==> config.mk <==
export PLATFORM = sky130hd
export DESIGN_NAME = alu_issue
export DESIGN_NICKNAME = d
export VERILOG_FILES = /design/src/rtl/alu_issue_pkg.sv /design/src/rtl/alu_issue_decode.sv /design/src/rtl/alu_issue.sv
export SDC_FILE = /design/constraint.sdc
export NUM_CORES = 1
export LEC_CHECK = 0
export CORE_MARGIN = 4
export CORE_UTILIZATION = 34
export CTS_BUF_LIST = sky130_fd_sc_hd__clkbuf_2 sky130_fd_sc_hd__clkbuf_4 sky130_fd_sc_hd__clkbuf_8
export DETAILED_ROUTE_END_ITERATION = 8
export PLACE_DENSITY = 0.87
export SYNTH_ARGS = -nofsm -noshare
export SYNTH_HDL_FRONTEND = slang
export SYNTH_SLANG_ARGS = --single-unit
==> constraint.sdc <==
create_clock -name clk -period 2.4 [get_ports clk]
set_input_delay 0.6 -clock clk [delete_from_list [all_inputs] [get_ports clk]]
set_output_delay 0.6 -clock clk [all_outputs]
set_load 0.03 [all_outputs]
==> src/rtl/alu_issue_pkg.sv <==
// Shared RV32I decode constants, ALU op codes and issue-sequencer state type.
// Imported by the ALU-facing issue logic and its decoder.
package alu_issue_pkg;

  localparam logic [6:0] OPC_OP    = 7'b0110011;
  localparam logic [6:0] OPC_OPIMM = 7'b0010011;

  localparam logic [6:0] F7_ZERO = 7'b0000000;
  localparam logic [6:0] F7_ALT  = 7'b0100000;

  typedef enum logic [3:0] {
    ALU_ADD  = 4'd0,
    ALU_SUB  = 4'd1,
    ALU_SLL  = 4'd2,
    ALU_SLT  = 4'd3,
    ALU_SLTU = 4'd4,
    ALU_XOR  = 4'd5,
    ALU_SRL  = 4'd6,
    ALU_SRA  = 4'd7,
    ALU_OR   = 4'd8,
    ALU_AND  = 4'd9
  } alu_op_e;

  typedef enum logic [1:0] {
    ST_IDLE,
    ST_EXEC,
    ST_WB
  } state_e;

  // alt selects SUB/SRA for the funct3 codes that have an alternate form.
  function automatic alu_op_e funct3_to_op(input logic [2:0] f3, input logic alt);
    alu_op_e op;
    case (f3)
      3'b000:  op = alt ? ALU_SUB : ALU_ADD;
      3'b001:  op = ALU_SLL;
      3'b010:  op = ALU_SLT;
      3'b011:  op = ALU_SLTU;
      3'b100:  op = ALU_XOR;
      3'b101:  op = alt ? ALU_SRA : ALU_SRL;
      3'b110:  op = ALU_OR;
      default: op = ALU_AND;
    endcase
    return op;
  endfunction

endpackage

==> src/rtl/alu_issue_decode.sv <==
// Combinational RV32I OP/OP-IMM decoder: register fields, ALU op,
// operand-B source, immediate and illegal-instruction flag.
module alu_issue_decode
  import alu_issue_pkg::*;
(
  input  logic [31:0] instr,
  output logic [4:0]  rs1_addr,
  output logic [4:0]  rs2_addr,
  output logic [4:0]  rd_addr,
  output logic [3:0]  op,
  output logic        use_imm,
  output logic [31:0] imm,
  output logic        illegal
);

  logic [6:0] opcode;
  logic [2:0] funct3;
  logic [6:0] funct7;

  assign opcode   = instr[6:0];
  assign rd_addr  = instr[11:7];
  assign funct3   = instr[14:12];
  assign rs1_addr = instr[19:15];
  assign rs2_addr = instr[24:20];
  assign funct7   = instr[31:25];

  always_comb begin
    op      = ALU_ADD;
    use_imm = 1'b0;
    imm     = {{20{instr[31]}}, instr[31:20]};
    illegal = 1'b0;
    case (opcode)
      OPC_OP: begin
        op = funct3_to_op(funct3, funct7[5]);
        if (!((funct7 == F7_ZERO) ||
              ((funct7 == F7_ALT) && ((funct3 == 3'b000) || (funct3 == 3'b101)))))
          illegal = 1'b1;
      end
      OPC_OPIMM: begin
        use_imm = 1'b1;
        case (funct3)
          3'b001: begin
            op      = ALU_SLL;
            imm     = {27'b0, instr[24:20]};
            illegal = (funct7 != F7_ZERO);
          end
          3'b101: begin
            imm = {27'b0, instr[24:20]};
            if (funct7 == F7_ZERO)     op = ALU_SRL;
            else if (funct7 == F7_ALT) op = ALU_SRA;
            else                       illegal = 1'b1;
          end
          // No SUBI: the immediate's top bit is data, never an op selector.
          default: op = funct3_to_op(funct3, 1'b0);
        endcase
      end
      default: illegal = 1'b1;
    endcase
  end

endmodule

==> src/rtl/alu_issue.sv <==
// Decode/issue and writeback sequencer for the registered ALU:
// IDLE accepts and latches operands, EXEC waits on the ALU, WB writes rd.
module alu_issue
  import alu_issue_pkg::*;
#(
  parameter int unsigned XLEN = 32
) (
  input  logic            clk,
  input  logic            rst,
  input  logic            instr_valid,
  output logic            instr_ready,
  input  logic [31:0]     instr,
  output logic [4:0]      rs1_addr,
  output logic [4:0]      rs2_addr,
  input  logic [XLEN-1:0] rs1_data,
  input  logic [XLEN-1:0] rs2_data,
  output logic [3:0]      alu_op,
  output logic [XLEN-1:0] alu_a,
  output logic [XLEN-1:0] alu_b,
  input  logic [XLEN-1:0] alu_result,
  output logic            wb_we,
  output logic [4:0]      wb_addr,
  output logic [XLEN-1:0] wb_data,
  output logic            illegal
);

  state_e          state_q, state_d;
  logic [3:0]      alu_op_q, alu_op_d;
  logic [XLEN-1:0] alu_a_q, alu_a_d;
  logic [XLEN-1:0] alu_b_q, alu_b_d;
  logic [4:0]      rd_q, rd_d;
  logic            illegal_q, illegal_d;

  logic [4:0]  dec_rd;
  logic [3:0]  dec_op;
  logic        dec_use_imm;
  logic [31:0] dec_imm;
  logic        dec_illegal;

  alu_issue_decode u_decode (
    .instr    (instr),
    .rs1_addr (rs1_addr),
    .rs2_addr (rs2_addr),
    .rd_addr  (dec_rd),
    .op       (dec_op),
    .use_imm  (dec_use_imm),
    .imm      (dec_imm),
    .illegal  (dec_illegal)
  );

  always_comb begin
    state_d   = state_q;
    alu_op_d  = alu_op_q;
    alu_a_d   = alu_a_q;
    alu_b_d   = alu_b_q;
    rd_d      = rd_q;
    illegal_d = 1'b0;
    case (state_q)
      ST_IDLE: begin
        if (instr_valid) begin
          if (dec_illegal) begin
            illegal_d = 1'b1;
          end else begin
            alu_op_d = dec_op;
            alu_a_d  = rs1_data;
            alu_b_d  = dec_use_imm ? dec_imm : rs2_data;
            rd_d     = dec_rd;
            state_d  = ST_EXEC;
          end
        end
      end
      ST_EXEC: state_d = ST_WB;
      ST_WB:   state_d = ST_IDLE;
      default: state_d = ST_IDLE;
    endcase
  end

  always_ff @(posedge clk or posedge rst) begin
    if (rst) begin
      state_q   <= ST_IDLE;
      alu_op_q  <= '0;
      alu_a_q   <= '0;
      alu_b_q   <= '0;
      rd_q      <= '0;
      illegal_q <= 1'b0;
    end else begin
      state_q   <= state_d;
      alu_op_q  <= alu_op_d;
      alu_a_q   <= alu_a_d;
      alu_b_q   <= alu_b_d;
      rd_q      <= rd_d;
      illegal_q <= illegal_d;
    end
  end

  assign instr_ready = (state_q == ST_IDLE);
  assign alu_op      = alu_op_q;
  assign alu_a       = alu_a_q;
  assign alu_b       = alu_b_q;
  assign illegal     = illegal_q;

  // The ALU result only settles after the edge that enters WB, so writeback
  // is decoded from state rather than registered; reset clears it at once.
  assign wb_we   = (state_q == ST_WB) && (rd_q != 5'd0);
  assign wb_addr = rd_q;
  assign wb_data = (state_q == ST_WB) ? alu_result : '0;

endmodule

# After elaboration in Yosys (flattened, before gate mapping)

Index checks and enable logic that the tools add are counted.

Equal/unequal tests: 13
Muxes and demuxes: 24
Bitwise operators: 1
Reductions and logical operators: 12

Operators with widths:

| cell                                                            | count |
|---|---|
| 32-bit two-way mux                                              | 4 |
| 4-bit one-hot mux with 7 select lines                           | 1 |
| 4-bit one-hot mux with 5 select lines                           | 1 |
| 4-bit one-hot mux with 2 select lines                           | 2 |
| 7-bit by 6-bit == test with 1-bit output, second input constant | 2 |
| 3-bit == test, second input constant                            | 3 |
| 1-bit two-way mux                                               | 9 |
| 7-bit by 5-bit == test with 1-bit output, second input constant | 1 |
| 7-bit zero test                                                 | 1 |
| 7-bit nonzero test                                              | 1 |
| 3-bit by 2-bit == test with 1-bit output, second input constant | 2 |
| 5-bit nonzero test                                              | 1 |
| 2-bit two-way mux                                               | 2 |
| 4-bit two-way mux                                               | 1 |
| 2-bit != test, second input constant                            | 2 |
| 1-bit one-hot mux with 2 select lines                           | 2 |
| 2-bit one-hot mux with 2 select lines                           | 1 |
| 3-bit by 1-bit == test with 1-bit output, second input constant | 1 |
| 3-bit zero test                                                 | 1 |
| 3-bit two-way mux                                               | 1 |
| 3-bit AND reduction                                             | 1 |
| 2-bit by 1-bit == test with 1-bit output, second input constant | 1 |
| 2-bit == test, second input constant                            | 1 |
| 1-bit logical AND                                               | 2 |
| other kinds (5)                                                 | 6 |

Flip-flop bits (word level): 76
Output and inout bits: 118
Logic and storage cells: 56

# Logic depth before layout (Yosys ltp)

Gate-level depths: netlist of the first run.

Word-level depth: 9
Mapped depth: 7
Gate-level depth less buffers: 5

# Hierarchy

From an unflattened synthesis of the first run, not the netlist that was laid out.

Cells, all modules: 318
Area total of the unflattened synthesis: 4189.0 µm²

Modules (own cells, without submodules):

| module           | times used | cells each | area each (µm²) | sequential area each (µm²) |
|---|---|---|---|---|
| alu_issue        | 1          | 236        | 3570.9          | 1901.8 |
| alu_issue_decode | 1          | 82         | 618.1           | 0.0 |

# Least setup slack after synthesis of the first run

OpenSTA, ideal clock, no wires.

Kind: in2reg
From: input instr[25]
To: register alu_a_q[0] (netlist: alu_a[0])
Library setup time: 0.125 ns
Arrival time: 2.510 ns
Data required time: 2.275 ns
Slack: -0.235 ns
Stages on the path: 6
Path through: or4_4 > nor3_2 > a21oi_2 > nor4_4 > buf_6 > mux2_4

Cells in the longest elaborated chain, start to end: 7

RTL lines:

| what                                                                              | RTL line                                       | text |
|---|---|---|
| start: declaration                                                                | alu_issue.sv:12                                | `input logic [31:0] instr,` |
| 7-bit by 6-bit == test with 1-bit output                                          | alu_issue_decode.sv:36, alu_issue_decode.sv:50 |  |
| 1-bit two-way mux / 1-bit logical AND (equally long branches)                     | alu_issue_decode.sv:50, alu_issue_decode.sv:36 |  |
| 1-bit two-way mux / 1-bit logical OR (equally long branches)                      | alu_issue_decode.sv:49, alu_issue_decode.sv:35 |  |
| 1-bit one-hot mux with 2 select lines / 1-bit two-way mux (equally long branches) | alu_issue_decode.sv:41, alu_issue_decode.sv:35 |  |
| 1-bit one-hot mux with 2 select lines *                                           | alu_issue_decode.sv:32                         | `case (opcode)` |
| 1-bit NOT (no line) *                                                             | --                                             |  |
| 3-bit AND reduction (no line) *                                                   | --                                             |  |
| end signal: assignment                                                            | alu_issue.sv:89                                | `alu_a_q <= alu_a_d;` |
| end: declaration                                                                  | alu_issue.sv:29                                | `logic [XLEN-1:0] alu_a_q, alu_a_d;` |

Every way passes the cells marked *; elsewhere a longest branch is shown, timed or not.
A chain may end at the register's enable or synchronous reset.

# Worst setup path after layout of the first run

From: input instr[23]
To: output rs2_addr[3]

RTL lines:

| what             | RTL line        | text |
|---|---|---|
| end: declaration | alu_issue.sv:14 | `output logic [4:0] rs2_addr,` |

No word-level cell between the ends.

==> results_dict.tcl, run 1 <==
set metrics [dict create \
    path_clk_slew_ps 80 \
    finalCritPeriodShare 0.991 \
    cp.arrival_ps 1780 \
    syn_nets 426 \
    timing.critical_path.cells "clkdlybuf4s50_1 -> clkdlybuf4s50_1" \
    chipWidth_um 116 \
    grt_pass1_vias 3648 \
    nets 689 \
    cp_buf_inv_count 2 \
    global_route.overflow_total 0 \
    synthDominantAreaCellType "dfrtp_1" \
    clkSinkCount 76 \
    maxSlewViolCount 0 \
    cts-buffers-inserted 9 \
    floorplan.rows 39 \
    maxCapViolations 0 \
    worst_path_maximum_fanout 2 \
    numPlacedInstances 681 \
    global_route.usage.total 0.192 \
    outcome "completed" \
    post-dp-hpwl_um 10400 \
    final_antenna_net_count 0 \
    crit_end_element "output pin" \
    delay_contributed_by_the_slowest_stage_of_the_critical_path_ps 680 \
    drt_iter0_drc 83 \
    final_cells 707 \
    ys_seq_elements 76 \
    synth.cell_area_sq_um 3960 \
    min_delay_path_depth 1 \
    core_region_area_sq_um 11400 \
    power_per_cell_area_nw_per_um2 445 \
    yosysTopAreaCellShare 0.481 \
    cts_tree "done" \
    finalHoldViolations 0 \
    power.static_leakage_nw 3.34 \
    post_route_cell_area_sq_um 7150 \
    clock_tree.root_cell "clkbuf_8" \
    ys_seq_area_frac 0.481 \
    synthesis.instances 295 \
    min_delay_worst_endpoint "state_q[1]" \
    layout_min_cycle_time_ps 2380 \
    grt_first_pass_wirelength_um 19400 \
    total_area_of_sequential_cells_sq_um 1900 \
    buffer_ports.inserted 238 \
    max_freq_ghz 0.420 \
    synthTopCellsByCount "dfrtp_1, mux2_4, and2_1" \
    r2r-end "alu_a[13]" \
    synth_async_sr_flop_share 1.00 \
    min-delay-start "state_q[1]" \
    avgSynthCellArea_sq_um 13.4 \
    clk-insertion-delay-late_ps 350 \
    ios 249 \
    rsz0062_at_grt "true" \
    dr_total_vias 3306 \
    ys_dominant_reg_cell "dfrtp_1" \
    remaining_drc_errors 0 \
    overall_die_area_sq_um 13400 \
    hold-worst-slack_ps 463 \
    cp_common_cell "clkdlybuf4s50_1" \
    final_critical_path_setup_slack_ps 20.4 \
    synth-edff-count 0 \
    netlist-cell-type-count 35 \
    place_area_sq_um 6740 \
    crit_family "buffers and inverters" \
    worstReg2RegStart "state_q[0]" \
    cp-start-kind "input pin" \
    tns_ps 0 \
    number_of_detailed_route_iterations_in_the_first_pass 6 \
    ys_top_cells_by_area "dfrtp_1, mux2_4, and2_1" \
    post_drt_via_cell_ratio 4.68 \
    pin_count_of_the_biggest_net_entering_global_routing 34 \
    ff2ff_path_depth 7 \
    reg2reg_slack_ps 450 \
    finClkSkew_ps 6.22 \
    nFillCells 870 \
    worst_hold_path_type "reg2reg" \
    area_growth_syn_to_layout_pct 80.9 \
    routed_wirelength_um 13500 \
    synth_most_common_cell "dfrtp_1" \
    worst-setup-path-type "in2out" \
    tightestPinTransition_ps 664 \
    worst_slew_margin_rel 0.556 \
    setup-violations-final 0 \
    place.gp.congestion 0.824 \
    route.detailed.wl_per_inst_um 19.0 \
    antenna_found_initial 3 \
    die_y_um 116 \
    vdd_ir_drop_max_uv 275 \
    critical_path_required_ps 1800 \
    worst_path_max_delay_cell "clkdlybuf4s50_1" \
    multiInputGateArea_sq_um 1890 \
    h-tree-depth 3 \
    final_layout_size_suffix_gt1_frac 0.323 \
    initial_core_utilization 0.346 \
    number_of_warning_messages_in_the_yosys_log 0 \
    clock_tree.buffer_depth 2 \
    pre_cts_slack_ps -559 \
]
[worst max path at each step]
| stage | start | to | depth (start not counted) |
|---|---|---|---|
| 2_1_floorplan | instr[25] | alu_a[0] | 6 |
| 3_3_place_gp | instr[25] | alu_a[28] | 8 |
| 3_5_place_dp | instr[25] | alu_b[8] | 8 |
| 4_1_cts | instr[1] | alu_a[9] | 9 |
| 5_1_grt | instr[1] | alu_a[11] | 9 |
| 6_report | instr[23] | rs2_addr[3] | 2 |
[per-stage QoR]
stage,util,total power [mW]
2_1_floorplan,-,1.77
3_3_place_gp,0.590,2.18
3_5_place_dp,0.590,2.20
4_1_cts,0.618,3.21
5_1_grt,0.626,3.31
6_report,0.626,3.18
[metal layers]
metal,global-route usage,up-vias,share of wire
met1,0.204,1580,0.36
li1,-,1539,-
met4,0.0565,4,0.017
met3,0.0590,22,0.086
met5,0,-,0.0021
met2,0.361,161,0.54
[report_power, final]
part,switching (mW),internal (mW)
logic,0.325,0.451
registers,0.0473,1.35
clock network,0.469,0.539
total,0.841,2.34
[logic make-up after synthesis]
kind of cell	share of synthesized area
XOR/XNOR	0.00221
flip-flops	0.481
multiplexers	0.289
AND/OR/NAND/NOR	0.105
AO/OA/AOI/OAI	0.0699
buffers and inverters	0.0531
[flip-flops by register name, summed over array words and instances, names as in the netlist]
signal and count:
wb_addr 5, illegal 1, alu_a 32, state_q 2, alu_b 32, alu_op 4
[cells in the final DEF (no fill, tap or decap), drive strengths merged, types with 6 or more instances in the layout]
cell type      count
clkbuf            19
and2              32
o21ai              7
a21o              21
nor2b              6
clkdlybuf4s50    196
mux2              78
nor2               6
dfrtp             76
buf               74
nand2             14
[what timing repair did]
action,in CTS,in global routing
gates resized for setup,18,18
pin swaps,4,4
setup endpoints to repair,73,72
cloned,2,2
setup buffers,3,3
hold buffers,0,0
[final cells by class]
cell class | instances | area share
Clock inverter | 2 | 0.00490
Inverter | 3 | 0.00210
Antenna cell | 1 | 0.000350
Timing Repair Buffer | 280 | 0.415
Clock buffer | 14 | 0.0226
Sequential cell | 76 | 0.266
Tap cell | 143 | 0.0250
Multi-Input combinational cell | 188 | 0.264
No activity file was read; power rests on OpenSTA's default activity.
==> run 2, diff against run 1 <==
- clock period: 2.4 -> 2.05 ns (I/O delays scaled with it)
==> run 2 against run 1 <==
  * The flow now finishes with violations (setup timing)
  * First-iteration DRC count increased by 7.2%
  * Power increased by 21%
  * Worst hold slack improved by 7.2 ps
  * Critical endpoint is now alu_a[23]
  * Die area unchanged
==> results_dict.tcl, run 2 (synthesis results as in run 1) <==
set metrics [dict create \
    violations "setup timing" \
    clk-insertion-delay-late_ps 340 \
    post-route-util 0.631 \
    grt_first_pass_wirelength_um 19300 \
    post_drt_via_cell_ratio 4.68 \
    post_cts_hold_buffer_count 0 \
    buffer_ports.inserted 238 \
    startpoint "instr[27]" \
    drt_iter0_drc 89 \
    overall_die_area_sq_um 13400 \
    worst-setup-path-type "in2reg" \
    worst_slew_margin_rel 0.736 \
    antenna_found_initial 3 \
    final_cells 710 \
    floorplan.rows 39 \
    n_antenna_cell 0 \
    layout_min_cycle_time_ps 2140 \
    finalCritPeriodShare 1.04 \
    remaining_drc_errors 0 \
    dr_total_vias 3325 \
    area_growth_syn_to_layout_pct 82.3 \
    die_y_um 116 \
    worst_hold_path_type "reg2reg" \
    nFillCells 856 \
    finalHoldViolations 0 \
    nets 693 \
    tightestPinTransition_ps 396 \
    clkSinkCount 76 \
    place.gp.congestion 0.818 \
    global_route.usage.total 0.190 \
    clock_tree.root_cell "clkbuf_8" \
    maxCapViolations 0 \
    critical_path_required_ps 2280 \
    finClkSkew_ps 6.37 \
    final_antenna_net_count 0 \
    layout.cells.most_common "clkdlybuf4s50_1" \
    crit_end_element "register" \
    numPlacedInstances 680 \
    final_layout_size_suffix_gt1_frac 0.344 \
    outcome "finished with violations" \
    cp.arrival_ps 2370 \
    final_critical_path_setup_slack_ps -88.6 \
    reg2reg_slack_ps 100 \
    number_of_detailed_route_iterations_in_the_first_pass 4 \
    clock_tree.buffer_depth 2 \
    power.static_leakage_nw 3.33 \
    post-dp-hpwl_um 10200 \
    min-delay-start "state_q[1]" \
    max_freq_ghz 0.468 \
    cp-start-kind "input pin" \
    chipWidth_um 116 \
    pin_count_of_the_biggest_net_entering_global_routing 77 \
    route.detailed.wl_per_inst_um 18.6 \
    path_clk_slew_ps 80 \
    rsz0062_at_grt "true" \
    core_region_area_sq_um 11400 \
    worstReg2RegStart "state_q[0]" \
    grt_pass1_vias 3646 \
    cts_tree "done" \
    ios 249 \
    global_route.overflow_total 0 \
    h-tree-depth 3 \
    setup-violations-final 42 \
    cts-buffers-inserted 9 \
    routed_wirelength_um 13200 \
    vdd_ir_drop_max_uv 337 \
    maxSlewViolCount 0 \
    tns_ps -1480 \
    hold-worst-slack_ps 470 \
    final_cell_mix "clkdlybuf4s50_1, dfrtp_1, mux2_4" \
    power_per_cell_area_nw_per_um2 532 \
    initial_core_utilization 0.346 \
    pre_cts_slack_ps -844 \
    worst_path_maximum_fanout 7 \
]
run 2: worst max-delay path, stage by stage:
cell and delay (ps):
buf_6 90, or4_4 550, nor3_4 150, a21oi_2 80
nor4_4 150, buf_6 150, buf_12 140, buf_12 120
buf_12 110, mux2_4 290
run 2: path summary, 6_finish.rpt:
path                       cells after the start         end
max                                           10   alu_a[23]
min                                            1  state_q[1]
max reg2reg                                    8   alu_a[23]
min reg2reg                                    1  state_q[1]
max in group asynchronous                      3   alu_b[10]
min in group asynchronous                      3    alu_b[1]
run 2: layout make-up:
class                           instances  area, sq um  area share
Clock buffer                           12          153      0.0212
Clock inverter                          4         72.6      0.0101
Tap cell                              143          179      0.0248
Timing Repair Buffer                  284         2980       0.413
Inverter                                3         15.0     0.00208
Sequential cell                        76         1900       0.264
Multi-Input combinational cell        188         1910       0.265
run 2: stage by stage:
step	total power, mW	cell area, sq um
after floorplan	2.08	3970
after global placement	2.54	6700
after detailed placement	2.56	6700
after CTS	3.88	7260
after global routing	4.00	7210
final	3.84	7210
run 2: routing by layer:
layer | GRT usage | vias up | part of all wire
met5 | 0 | - | 0.0020
met4 | 0.0781 | 4 | 0.031
met3 | 0.0627 | 33 | 0.092
met2 | 0.347 | 164 | 0.52
met1 | 0.200 | 1581 | 0.35
li1 | - | 1543 | -
run 2: repair_timing:
action / CTS / global route
endpoints found under the setup margin: 77 / 82
gates cloned: 4 / 1
pin swaps: 6 / 2
setup buffers: 13 / 1
gates resized for setup: 46 / 13
endpoints found under the hold margin: 0 / 0
run 2: power by group:
| part | internal (mW) | total, mW | switching [mW] |
|---|---|---|---|
| sequential | 1.58 | 1.64 | 0.0549 |
| combinational | 0.527 | 0.907 | 0.380 |
| clock | 0.745 | 1.29 | 0.549 |
| total | 2.85 | 3.84 | 0.984 |
==> run 3, diff against run 2 <==
- CORE_UTILIZATION: 34 -> 35
- PLACE_DENSITY: 0.87 -> 0.88
- SLEW_MARGIN: default -> 5
- SYNTH_HIERARCHICAL: default -> 1
==> run 3 against run 2 <==
  * The flow still finishes with violations (setup timing)
  * Cell area is 6.0% higher
  * Worst setup slack worse by 71 ps
  * Via count is 1.5% higher
  * Global-route usage is 0.37 points higher
  * Combinational power is 10% higher
  * Synthesized cell count is 7.8% higher
  * Clock-buffer cell count is 2 lower
  * Critical endpoint is now alu_b[3]
==> results_dict.tcl, run 3 <==
set metrics [dict create \
    total_area_of_sequential_cells_sq_um 1900 \
    avgSynthCellArea_sq_um 13.2 \
    final_cell_mix "clkdlybuf4s50_1, dfrtp_1, mux2_4" \
    post-route-util 0.661 \
    route.detailed.wl_per_inst_um 19.7 \
    nFillCells 843 \
    syn_nets 449 \
    grt_first_pass_wirelength_um 21300 \
    worst-setup-path-type "in2reg" \
    nets 691 \
    overall_die_area_sq_um 13800 \
    floorplan.rows 39 \
    number_of_warning_messages_in_the_yosys_log 6 \
    global_route.overflow_total 0 \
    clk-insertion-delay-late_ps 350 \
    path_clk_slew_ps 80 \
    synth-edff-count 0 \
    tightestPinTransition_ps 399 \
    rsz0062_at_grt "true" \
    area_growth_syn_to_layout_pct 82.4 \
    layout_min_cycle_time_ps 2210 \
    vdd_ir_drop_max_uv 365 \
    final_critical_path_setup_slack_ps -159 \
    place.gp.congestion 0.796 \
    crit_end_element "register" \
    final_antenna_net_count 0 \
    maxCapViolations 0 \
    synth_most_common_cell "dfrtp_1" \
    clock_tree.root_cell "clkbuf_8" \
    cp-start-kind "input pin" \
    initial_core_utilization 0.362 \
    antenna_found_initial 0 \
    finalPower_mw 3.95 \
    drt_iter0_drc 109 \
    ys_top_cells_by_area "dfrtp_1, mux2_1, mux2_2" \
    finalHoldViolations 0 \
    cp.arrival_ps 2440 \
    routed_wirelength_um 13900 \
    synth_async_sr_flop_share 1.00 \
    ys_seq_area_frac 0.454 \
    post-dp-hpwl_um 9670 \
    synthTopCellsByCount "dfrtp_1, mux2_1, mux2_2" \
    synthDominantAreaCellType "dfrtp_1" \
    number_of_detailed_route_iterations_in_the_first_pass 4 \
    remaining_drc_errors 0 \
    n_antenna_cell 0 \
    ys_dominant_reg_cell "dfrtp_1" \
    synthesis.instances 318 \
    grt_pass1_vias 3747 \
    cts_tree "done" \
    worst_hold_path_type "reg2reg" \
    max_freq_ghz 0.453 \
    cts-buffers-inserted 9 \
    numPlacedInstances 670 \
    finClkSkew_ps 10.9 \
    h-tree-depth 3 \
    worst_slew_margin_rel 0.734 \
    netlist-cell-type-count 36 \
    clock_tree.buffer_depth 2 \
    violations "setup timing" \
    dr_total_vias 3374 \
    post_route_cell_area_sq_um 7640 \
    final_cells 708 \
    clkSinkCount 76 \
    core_region_area_sq_um 11600 \
    outcome "finished with violations" \
    post_drt_via_cell_ratio 4.77 \
    power.static_leakage_nw 3.38 \
    finalCritPeriodShare 1.08 \
    ys_seq_elements 76 \
    chipWidth_um 117 \
    multiInputGateArea_sq_um 2200 \
    power_per_cell_area_nw_per_um2 517 \
    hold-worst-slack_ps 514 \
    layout.cells.most_common "clkdlybuf4s50_1" \
    worst_path_maximum_fanout 5 \
    pin_count_of_the_biggest_net_entering_global_routing 77 \
    place_area_sq_um 6620 \
    setup-violations-final 74 \
    final_layout_size_suffix_gt1_frac 0.469 \
    maxSlewViolCount 0 \
    buffer_ports.inserted 238 \
    ios 249 \
    global_route.usage.total 0.194 \
    critical_path_required_ps 2280 \
    yosysTopAreaCellShare 0.454 \
    synth.cell_area_sq_um 4190 \
    die_y_um 117 \
]
## run 3: cell types whose count changed after synthesis, sizes merged, moves of 5 or more
cell | before | now
buf | 18 | 51
a21o | 21 | 0
mux2 | 78 | 105
nand2 | 14 | 2
o21ai | 7 | 2
## run 3: what timing repair did
| action | in CTS | in global routing |
|---|---|---|
| gates cloned | 4 | 5 |
| pin swaps | 8 | 20 |
| setup endpoints to repair | 107 | 107 |
| gates resized for setup | 127 | 69 |
| hold buffers | 0 | 0 |
| setup buffers | 11 | 3 |
## run 3: metal layers
layer | routed length (um) | GRT usage
met2 | 6880 | 0.324
met1 | 5500 | 0.225
met4 | 281 | 0.0565
met5 | 0 | 0
met3 | 1270 | 0.0857
## run 3: report_power, final
group	switching, mW	leakage (nW)	internal (mW)
Sequential	0.0599	1.04	1.60
Clock	0.599	0.106	0.700
Combinational	0.426	2.24	0.572
Total	1.08	3.38	2.87
## run 3: worst paths after layout
kind / startpoint / endpoint / cells after the start / slack, ps
worst max-delay path: instr[3] / alu_b[3] / 9 / -160
worst min-delay path: alu_a[12] / alu_a[12] / 1 / 510
worst max register to register: state_q[1] / alu_b[3] / 7 / 200
worst min register to register: alu_a[12] / alu_a[12] / 1 / 510
max in group asynchronous: rst / state_q[0] / 3 / 1100
min in group asynchronous: rst / alu_a[3] / 3 / 640
## run 3: worst max-delay path, stage by stage
cell	delay, ps
buf_6	100
nand4bb_4	280
nor4bb_4	380
a21oi_4	110
nor4b_4	280
buf_4	180
buf_12	140
clkbuf_16	160
mux2_4	290
## run 3: layout make-up
cell class / instances / share of cell area
Clock buffer: 10 / 0.0172
Clock inverter: 6 / 0.0116
Inverter: 1 / 0.000983
Multi-Input combinational cell: 184 / 0.287
Sequential cell: 76 / 0.249
Tap cell: 143 / 0.0234
Timing Repair Buffer: 288 / 0.410
## run 3: kinds of logic after synthesis
logic type / count (synthesis) / synth area share
AO/OA/AOI/OAI: 10 / 0.0179
multiplexers: 105 / 0.300
AND/OR/NAND/NOR: 69 / 0.119
flip-flops: 76 / 0.454
buffers and inverters: 58 / 0.109
## run 3: through the flow
stage          setup WS, ps  setup TNS [ps]
6_report               -159           -9010
5_1_grt                -190          -11400
4_1_cts                -159           -7850
3_5_place_dp           -846          -58900
3_3_place_gp           -774          -55230
2_1_floorplan          -287          -19440
==> variant: new RTL, config.mk and constraints of run 1 <==
Reset style: synchronous (`rst`), changed in one clocked block.
--- a/src/rtl/alu_issue.sv
+++ b/src/rtl/alu_issue.sv
@@ -75,7 +75,7 @@
     endcase
   end
 
-  always_ff @(posedge clk or posedge rst) begin
+  always_ff @(posedge clk) begin
     if (rst) begin
       state_q   <= ST_IDLE;
       alu_op_q  <= '0;
Function: differs if rst is asserted again (counterexample within 4 cycles, from zero or initial values and one cycle with rst high); with rst held inactive, the same outputs for 4 cycles.
==> variant against run 1 <==
Sequential cell count unchanged; critical endpoint is now rs2_addr[0]; sequential share of layout area decreased by 2.3 points; synthesized area decreased by 15%; setup slack improved by 0.014 ns; global-route usage increased by 2.6 points; hold slack got worse by 0.012 ns; routed wire length decreased by 2.4%; highest routed layer is now met4; utilization increased by 1.9 points; largest cell class unchanged; cell count increased by 13%; cell area decreased by 12%; clock skew about the same.
Power is not compared: it rests on default switching activity, and its combinational part moved more than twofold at a synthesized area within 25%.
==> variant: results (changes against run 1) <==
Global routing
  • M2 GR Usage: 0.399 (was 0.361)
  • Met1 global-route usage: 0.234 (was 0.204)
  • Largest net degree at the start of global routing: 77 (was 34)
  • First-pass GRT wire length: 19,900 um (was 19,400 um)
  • Initial antenna violation count: 0 (was 3)
  • Global Route Usage Sum: 0.217 (was 0.192)
  • Met3 GRT Util: 0.0642 (was 0.0590)
  • Vias in the first global route: 3,947 (was 3,648)

Logic synthesis
  • Ys flop type: dfxtp_1 (was dfrtp_1)
  • Net count after synthesis: 553 (was 426)
  • Ranking of synthesized cells by area: dfxtp_1, nand2_1, a211oi_1 (was dfrtp_1, mux2_4, and2_1)
  • Distinct cells, synth: 34 (was 35)
  • Seq/Total Area, Yosys: 0.452 (was 0.481)
  • Ys async rst share: 0 (was 1.00)
  • Synth cell count leaders: nand2_1, dfxtp_1, nor2_1 (was dfrtp_1, mux2_4, and2_1)

Finish
  • Share of cells above drive strength 1: 0.143 (was 0.323)
  • Fillers: 790 (was 870)
  • Final nets: 789 (was 689)
  • Antenna diodes: 0 (was 1)

Setup path
  • Critical Path Fanout Max: 2 (unchanged)
  • Register-to-register setup slack: 0.52 ns (was 0.45 ns)

Placed design
  • RD Place Congestion: 0.830 (was 0.824)
  • Post-DP HPWL: 9950 um (was 10,400 um)
  • DP Area: 5960 sq um (was 6740 sq um)

Clocking
  • Clk Latency, worst-skew pair: 0.34 ns
  • H-Tree Depth: 3 (unchanged)
  • Clk slew on worst S/H paths: 0.08 ns (about the same)

STA
  • Final Skew: 0.00633 ns (was 0.00622 ns)
  • Worst Tran Pin Value: 0.837 ns (was 0.664 ns)

Power and ir drop
  • Leak: 0.00230 uW
  • VDD IR max: 0.275 mV

Route
  • Initial DRC Count: 202 (was 83)
  • DR vias/cell: 4.89 (was 4.68)
  • Total wire length: 13,100 um (was 13,500 um)
  • DR pass1 iterations: 4 (was 6)

Outcome
  • Status: finished, final reports clean (unchanged)
[variant: final timing paths]
path               from          end  cells after the start
max           instr[20]  rs2_addr[0]                      2
max reg2reg  state_q[1]     alu_b[8]                      6
min           alu_op[3]    alu_op[3]                      2
min reg2reg   alu_op[3]    alu_op[3]                      2
[variant: final cells by class]
class	count	area, sq um	share of cell area
sequential	76	1520	0.242
multi-input combinational	298	1630	0.260
tap	133	166	0.0265
inverter	2	7.51	0.00120
clock buffer	10	138	0.0219
timing repair buffer	271	2750	0.438
clock inverter	6	63.8	0.0102
[variant: cell families after synthesis]
logic type                share of synthesized area
and+or+nand+nor                               0.295
DFF                                           0.452
muxes                                        0.0149
xor gates and xnor gates                    0.00520
buffers and inverters                        0.0761
AOI/OAI and AO/OA                             0.157
[variant: power by group through the flow]
| stage | sequential, uW | combinational, uW | clock [uW] |
|---|---|---|---|
| floorplan | 1300 | 93.7 | 0 |
| global placement | 1290 | 338 | 0 |
| detailed placement | 1300 | 343 | 0 |
| CTS | 1270 | 348 | 1020 |
| global route | 1270 | 370 | 1080 |
| finish | 1270 | 348 | 994 |
[variant: what timing repair did]
action,4_1_cts,5_1_grt
hold buffers,0,0
resized for setup,9,9
pin swaps,4,4
cloned,1,0
setup buffers,2,1
endpoints found under the setup margin,70,73
[variant: routing by layer]
layer,vias up,routed length (um)
li1,1888,-
met1,1810,5030
met2,168,6770
met3,28,1040
met4,0,303
met5,-,0
[variant: stage by stage]
step                setup slack, ns  hold slack [ns]  power [uW]  std cells
floorplan                    0.0748            0.414        1400        422
global placement             -0.520            0.424        1630        776
detailed placement           -0.640            0.438        1640        776
CTS                         0.00326            0.453        2630        795
global route                0.00305            0.473        2720        796
finish                       0.0340            0.450        2610        796
